## src/rtl/spiral_pkg.sv

```systemverilog
// Shared types and constants for the spiral animation scheduler.
// The state encoding is fixed because it is exported on the debug state port.
package spiral_pkg;

  typedef enum logic [1:0] {
    IDLE   = 2'd0,
    ACCEL  = 2'd1,
    CRUISE = 2'd2,
    DECEL  = 2'd3
  } anim_state_t;

  localparam logic [1:0] SPEED_MAX = 2'd3;

endpackage

```

## src/rtl/frame_edge_det.sv

```systemverilog
// Detects the transition of vsync into its active level and emits a registered one-clk pulse.
// The history register resets to the active level, so a reset released mid-vsync does not fire.
module frame_edge_det #(
  parameter logic POL = 1'b1
) (
  input  logic clk,
  input  logic rst_n,
  input  logic vsync_i,
  output logic pulse_o
);

  logic vsync_q;
  logic pulse_q;
  logic edge_d;

  assign edge_d  = (vsync_i == POL) && (vsync_q != POL);
  assign pulse_o = pulse_q;

  // NOTE: state registers use non-blocking assignments so every flop samples pre-edge values.
  always_ff @(posedge clk or negedge rst_n) begin
    if (!rst_n) begin
      vsync_q <= POL;
      pulse_q <= 1'b0;
    end else begin
      vsync_q <= vsync_i;
      pulse_q <= edge_d;
    end
  end

endmodule

```

## src/rtl/spiral_anim_ctrl.sv

```systemverilog
// Frame-synchronous animation scheduler: rotation offset, speed ramp with direction
// reversal only through zero speed, and frame-latched colour configuration.
module spiral_anim_ctrl
  import spiral_pkg::*;
#(
  parameter int   OFFS_W      = 5,
  parameter int   RAMP_FRAMES = 4,
  parameter logic VSYNC_POL   = 1'b1
) (
  input  logic              clk,
  input  logic              rst_n,
  input  logic              vsync,
  input  logic [1:0]        cfg_speed,
  input  logic              cfg_dir,
  input  logic              cfg_pause,
  input  logic [2:0]        cfg_fg,
  input  logic [2:0]        cfg_bg,
  output logic [OFFS_W-1:0] angle_offset,
  output logic [1:0]        cur_speed,
  output logic              cur_dir,
  output logic [2:0]        fg_q,
  output logic [2:0]        bg_q,
  output logic              frame_pulse,
  output logic [1:0]        state
);

  localparam int CNT_W = (RAMP_FRAMES > 1) ? $clog2(RAMP_FRAMES) : 1;

  logic [OFFS_W-1:0] offset_q, offset_d;
  logic [1:0]        speed_q, speed_d;
  logic              dir_q, dir_d;
  logic [2:0]        fg_d, bg_d;
  logic [CNT_W-1:0]  cnt_q, cnt_d;
  anim_state_t       state_q, state_d;

  logic [OFFS_W-1:0] step;
  logic [1:0]        tgt;
  logic [1:0]        speed_dec;
  logic              ramp_tick;

  frame_edge_det #(
    .POL (VSYNC_POL)
  ) u_frame_edge_det (
    .clk     (clk),
    .rst_n   (rst_n),
    .vsync_i (vsync),
    .pulse_o (frame_pulse)
  );

  // A pending reversal forces the target to zero so the ramp drains before the flip.
  assign tgt       = (cfg_pause || (cfg_dir != dir_q)) ? 2'd0 : cfg_speed;
  assign step      = OFFS_W'(speed_q);
  assign speed_dec = speed_q - 2'd1;
  assign ramp_tick = (cnt_q == CNT_W'(RAMP_FRAMES - 1));

  always_comb begin
    // NOTE: every next-state value gets its hold value first, so no branch can infer a latch.
    offset_d = offset_q;
    speed_d  = speed_q;
    dir_d    = dir_q;
    fg_d     = fg_q;
    bg_d     = bg_q;
    cnt_d    = cnt_q;
    state_d  = state_q;

    if (frame_pulse) begin
      offset_d = dir_q ? (offset_q - step) : (offset_q + step);
      fg_d     = cfg_fg;
      bg_d     = cfg_bg;
      cnt_d    = ramp_tick ? '0 : (cnt_q + CNT_W'(1));

      if (ramp_tick) begin
        unique case (state_q)
          IDLE: begin
            dir_d = cfg_dir;
            if ((cfg_dir == dir_q) && (tgt != 2'd0)) begin
              speed_d = 2'd1;
              state_d = ACCEL;
            end
          end
          ACCEL: begin
            if ((speed_q < tgt) && (speed_q != SPEED_MAX)) speed_d = speed_q + 2'd1;
            else if (speed_q == tgt)                        state_d = CRUISE;
            else if (speed_q > tgt)                         state_d = DECEL;
          end
          CRUISE: begin
            if (tgt > speed_q)      state_d = ACCEL;
            else if (tgt < speed_q) state_d = DECEL;
          end
          DECEL: begin
            if (tgt > speed_q) begin
              state_d = ACCEL;
            end else if (speed_q > tgt) begin
              speed_d = speed_dec;
              if (speed_dec == 2'd0)     state_d = IDLE;
              else if (speed_dec == tgt) state_d = CRUISE;
            end else begin
              state_d = (speed_q == 2'd0) ? IDLE : CRUISE;
            end
          end
          default: state_d = IDLE;
        endcase
      end
    end
  end

  always_ff @(posedge clk or negedge rst_n) begin
    if (!rst_n) begin
      offset_q <= '0;
      speed_q  <= 2'd0;
      dir_q    <= 1'b0;
      fg_q     <= 3'd0;
      bg_q     <= 3'd0;
      cnt_q    <= '0;
      state_q  <= IDLE;
    end else begin
      offset_q <= offset_d;
      speed_q  <= speed_d;
      dir_q    <= dir_d;
      fg_q     <= fg_d;
      bg_q     <= bg_d;
      cnt_q    <= cnt_d;
      state_q  <= state_d;
    end
  end

  assign angle_offset = offset_q;
  assign cur_speed    = speed_q;
  assign cur_dir      = dir_q;
  assign state        = state_q;

endmodule
```

## config.mk

```make
export PLATFORM = sky130hd
export DESIGN_NAME = spiral_anim_ctrl
export DESIGN_NICKNAME = d
export VERILOG_FILES = /design/src/rtl/spiral_pkg.sv /design/src/rtl/frame_edge_det.sv /design/src/rtl/spiral_anim_ctrl.sv
export SDC_FILE = /design/constraint.sdc
export NUM_CORES = 1
export LEC_CHECK = 0
export ABC_AREA = 1
export CAP_MARGIN = 40
export CORE_UTILIZATION = 45
export DETAILED_ROUTE_END_ITERATION = 6
export PLACE_DENSITY = 0.74
export SLEW_MARGIN = 20
export SYNTH_ARGS = -nofsm -noshare
export SYNTH_HDL_FRONTEND = slang
export SYNTH_SLANG_ARGS = --single-unit
```

## constraint.sdc

```tcl
create_clock -name clk -period 4.95 [get_ports clk]
set_input_delay 0.99 -clock clk [delete_from_list [all_inputs] [get_ports clk]]
set_output_delay 0.99 -clock clk [all_outputs]
set_load 0.03 [all_outputs]
```

==> reports/results.tsv <==
stage	metric	value	unit
outcome	status	completed	
pwr	total power	990	µW
worst_hold_path	Worst Min Path Start	cnt_q[0]$_DFFE_PN0P_	
yosys	share of the synthesized area in the top cell type	37.7	%
setup_path	worst-path fanout max	4	
yosys	Synth area leaders	dfrtp_1, nand2_1, ha_1	
global_route	All-Layer GR Usage	19.8	%
global_route	vias in the first global route	1065	
clocking	Setup Buffers After CTS	0	
setup_path	most frequent CP cell	nand2_1	
yosys	Post-Synthesis Net Count	183	
clocking	clk_lat worst skew	300	ps
setup_path	r2r worst-path depth	8	
clocking	CTS tree	built	
setup_path	slowest cell on the critical path	clkdlybuf4s50_1	
setup_path	Required @ worst endpoint	5150	ps
run	max_cap viols	0	
yosys	Yosys warnings	0	
yosys	post-synth cell types	25	
setup_path	Worst EP arrival	2870	ps
pwr	Power Dens Cells	602	mW/mm²
yosys	FFs w/ async S/R, synth	100	%
setup_path	Buf+Inv Stages, Crit Path	4	
global_route	total gr overflow	0	
yosys	Syn Area/Cell	7.92	µm²
routing	Routed Antenna Nets	0	
clocking	Reg clk slew, reported paths	120	ps
routing	vias per cell	4.99	
timing	RSZ-0062 raised after global routing	no	
timing	final hold vios	0	
routing	Starting DRT DRC Count	22	
die	io pins	30	
clocking	TritonCTS buffer count	3	
pwr	leakage	0.000834	µW
yosys	mapped cell area	0.00126	mm²
die	Chip Width	54.9	µm
die	die area	0.00302	mm²
placed_design	Placer Congestion	0.794	
placed_design	IO buf count	29	
layout	Synth-to-Final Area Change	30.6	%
clocking	quantity of gates resized following cts	0	
routing	number of remaining DRC errors	0	
timing	final period utilization	53.9	%
die	Die H	54.9	µm
yosys	cell taking the most area after synthesis	dfrtp_1	
setup_path	crit path capture type	flop	
setup_path	slowest cell delay on critical path	490	ps
setup_path	reg2reg start	cur_speed[0]$_DFFE_PN0P_	
setup_path	reg-to-reg setup timing slack	2630	ps
die	Placeable Area	0.00257	mm²
global_route	largest net degree at the start of global routing	18	
clocking	CTS H-tree lvls	1	
setup_path	CP Cell Sequence	clkdlybuf4s50_1 > inv_1 > nand2_1 > nand2_2 > and3_2 > ha_1 > inv_1 > nand2_1 > nand2_1 > inv_1 > o211ai_1 > nand2_2 > nor2_4 > nand2_2 > nand2_1 > nand2_1	
pwr	VDD IR max	0.372	mV
yosys	Yosys reg bits	20	
setup_path	Worst setup SP type	input port	
timing	skew final	4.23	ps
yosys	count of flip-flops with a built-in enable after synthesis	0	
die	Starting Density	49.1	%
yosys	Synth top cells by count	nand2_1, inv_1, dfrtp_1	
routing	total number of vias	1103	
yosys	Post-Synthesis Cells	159	
global_route	antenna violations before repair	0	
timing	Final TNS setup	0	ps
timing	Max Clk Rate	375	MHz
setup_path	Crit Path Class	input port to flop	
placed_design	DPL Wire Length	2040	µm
setup_path	Worst path depth	16	
timing	final setup vio count	0	
clocking	CTS Hold Buffers Added	0	
clocking	clock sinks	20	
global_route	global-route wire length before repair	4260	µm
routing	Total Wirelength	2520	µm
worst_hold_path	Hold Path Class	flop to flop	
layout	share of cells above drive strength 1	10.5	%
die	Rows	18	
setup_path	critical path's top delay family	simple AND/OR/NAND/NOR gates	
worst_hold_path	Hold Path Sink	cnt_q[0]$_DFFE_PN0P_	
clocking	maximum clock path buffer count	2	
clocking	root buf cell	clkbuf_4	
yosys	Seq/Total Area, Yosys	39.8	%
layout	Nets	216	
timing	Final Slew Violations	0	
layout	antenna cell count	0	
timing	Final min period	2670	ps
routing	drt pass-1 iters	4	
yosys	Post-synth top flop	dfrtp_1	
worst_hold_path	Min-Delay Path Depth	1	
timing	Max-slew headroom	71.0	%
setup_path	RR Endpoint	angle_offset[4]$_DFFE_PN0P_	
routing	Avg WL per Cell	11.4	µm
yosys	cell with the most instances after synthesis	nand2_1	
timing	Tightest Pin Transition	435	ps
## metrics by stage
stage / utilization [%] / std cells / worst slack (ps) / area, µm² / hold slack (ps)
floorplan: - / 159 / 2620 / 1260 / 446
global placement: 61.5 / 216 / 2050 / 1580 / 457
detailed placement: 62.0 / 217 / 1960 / 1590 / 463
CTS: 64.1 / 221 / 2290 / 1650 / 493
global route: 64.1 / 221 / 2130 / 1650 / 506
finish: 64.1 / 221 / 2280 / 1650 / 488
## area by class of cell
type                            count  area [µm²]
Fill cell                         238         922
Multi-Input combinational cell    114         662
Sequential cell                    20         502
Timing Repair Buffer               30         305
Inverter                           23        86.3
Tap cell                           30        37.5
Clock inverter                      1        30.0
Clock buffer                        3        22.5
## layout by cell type (no fill, tap or decap), types with 2 or more instances in the layout
cell / instances
nor2_2: 2
xnor2_1: 2
inv_1: 23
o211ai_2: 2
clkbuf_4: 3
nand4_1: 4
ha_1: 10
dfrtp_1: 19
nor2_1: 7
a21oi_1: 6
nand2_1: 52
o21ai_0: 6
nand3_1: 7
clkdlybuf4s50_1: 29
nand2_4: 2
nand2_2: 5
## report_power, final
part	switching (µW)	internal, µW
sequential	60.9	215
clock	50.9	81.8
combinational	343	239
total	455	535
## kinds of logic after synthesis
family          count (synthesis)  synth area share (%)
flops                          20                  39.8
xor+xnor                        3                  2.09
compound gates                 17                  8.44
fa+ha+maj                      11                  11.5
buf+inv                        25                  7.65
simple gates                   83                  30.5
## how the worst max path moves through the flow
stage	from	endpoint
after CTS	cfg_dir	state[1]$_DFFE_PN0P_
after detailed placement	cfg_dir	state[1]$_DFFE_PN0P_
after global placement	cfg_dir	state[0]$_DFFE_PN0P_
after global routing	cfg_dir	state[1]$_DFFE_PN0P_
final	cfg_dir	state[1]$_DFFE_PN0P_
after floorplan	cfg_dir	state[1]$_DFFE_PN0P_
## per-layer routing
metal / GRT usage [%] / up-vias / wire, µm
met5: 0 / - / 0
met4: 6.25 / 0 / 15
met3: 3.28 / 2 / 104
met2: 37.8 / 30 / 1270
met1: 22.2 / 501 / 1140
li1: - / 570 / -
## state kept, by name, indices dropped and copies added, names as in the netlist
| signal | cells |
|---|---|
| cnt_q | 2 |
| angle_offset | 5 |
| u_frame_edge_det.vsync_q | 1 |
| cur_dir | 1 |
| cur_speed | 2 |
| bg_q | 3 |
| u_frame_edge_det.pulse_o | 1 |
| state | 2 |
| fg_q | 3 |
## worst reg2reg max path: stages, from the launching register on
cell     delay (ps)
dfrtp_1         490
inv_1           110
ha_1            380
o21ai_0         170
fa_1            470
a21o_1          200
a21oi_1         160
xnor2_1         140
o21ai_0          90
Power figures use the tool's default switching activity.
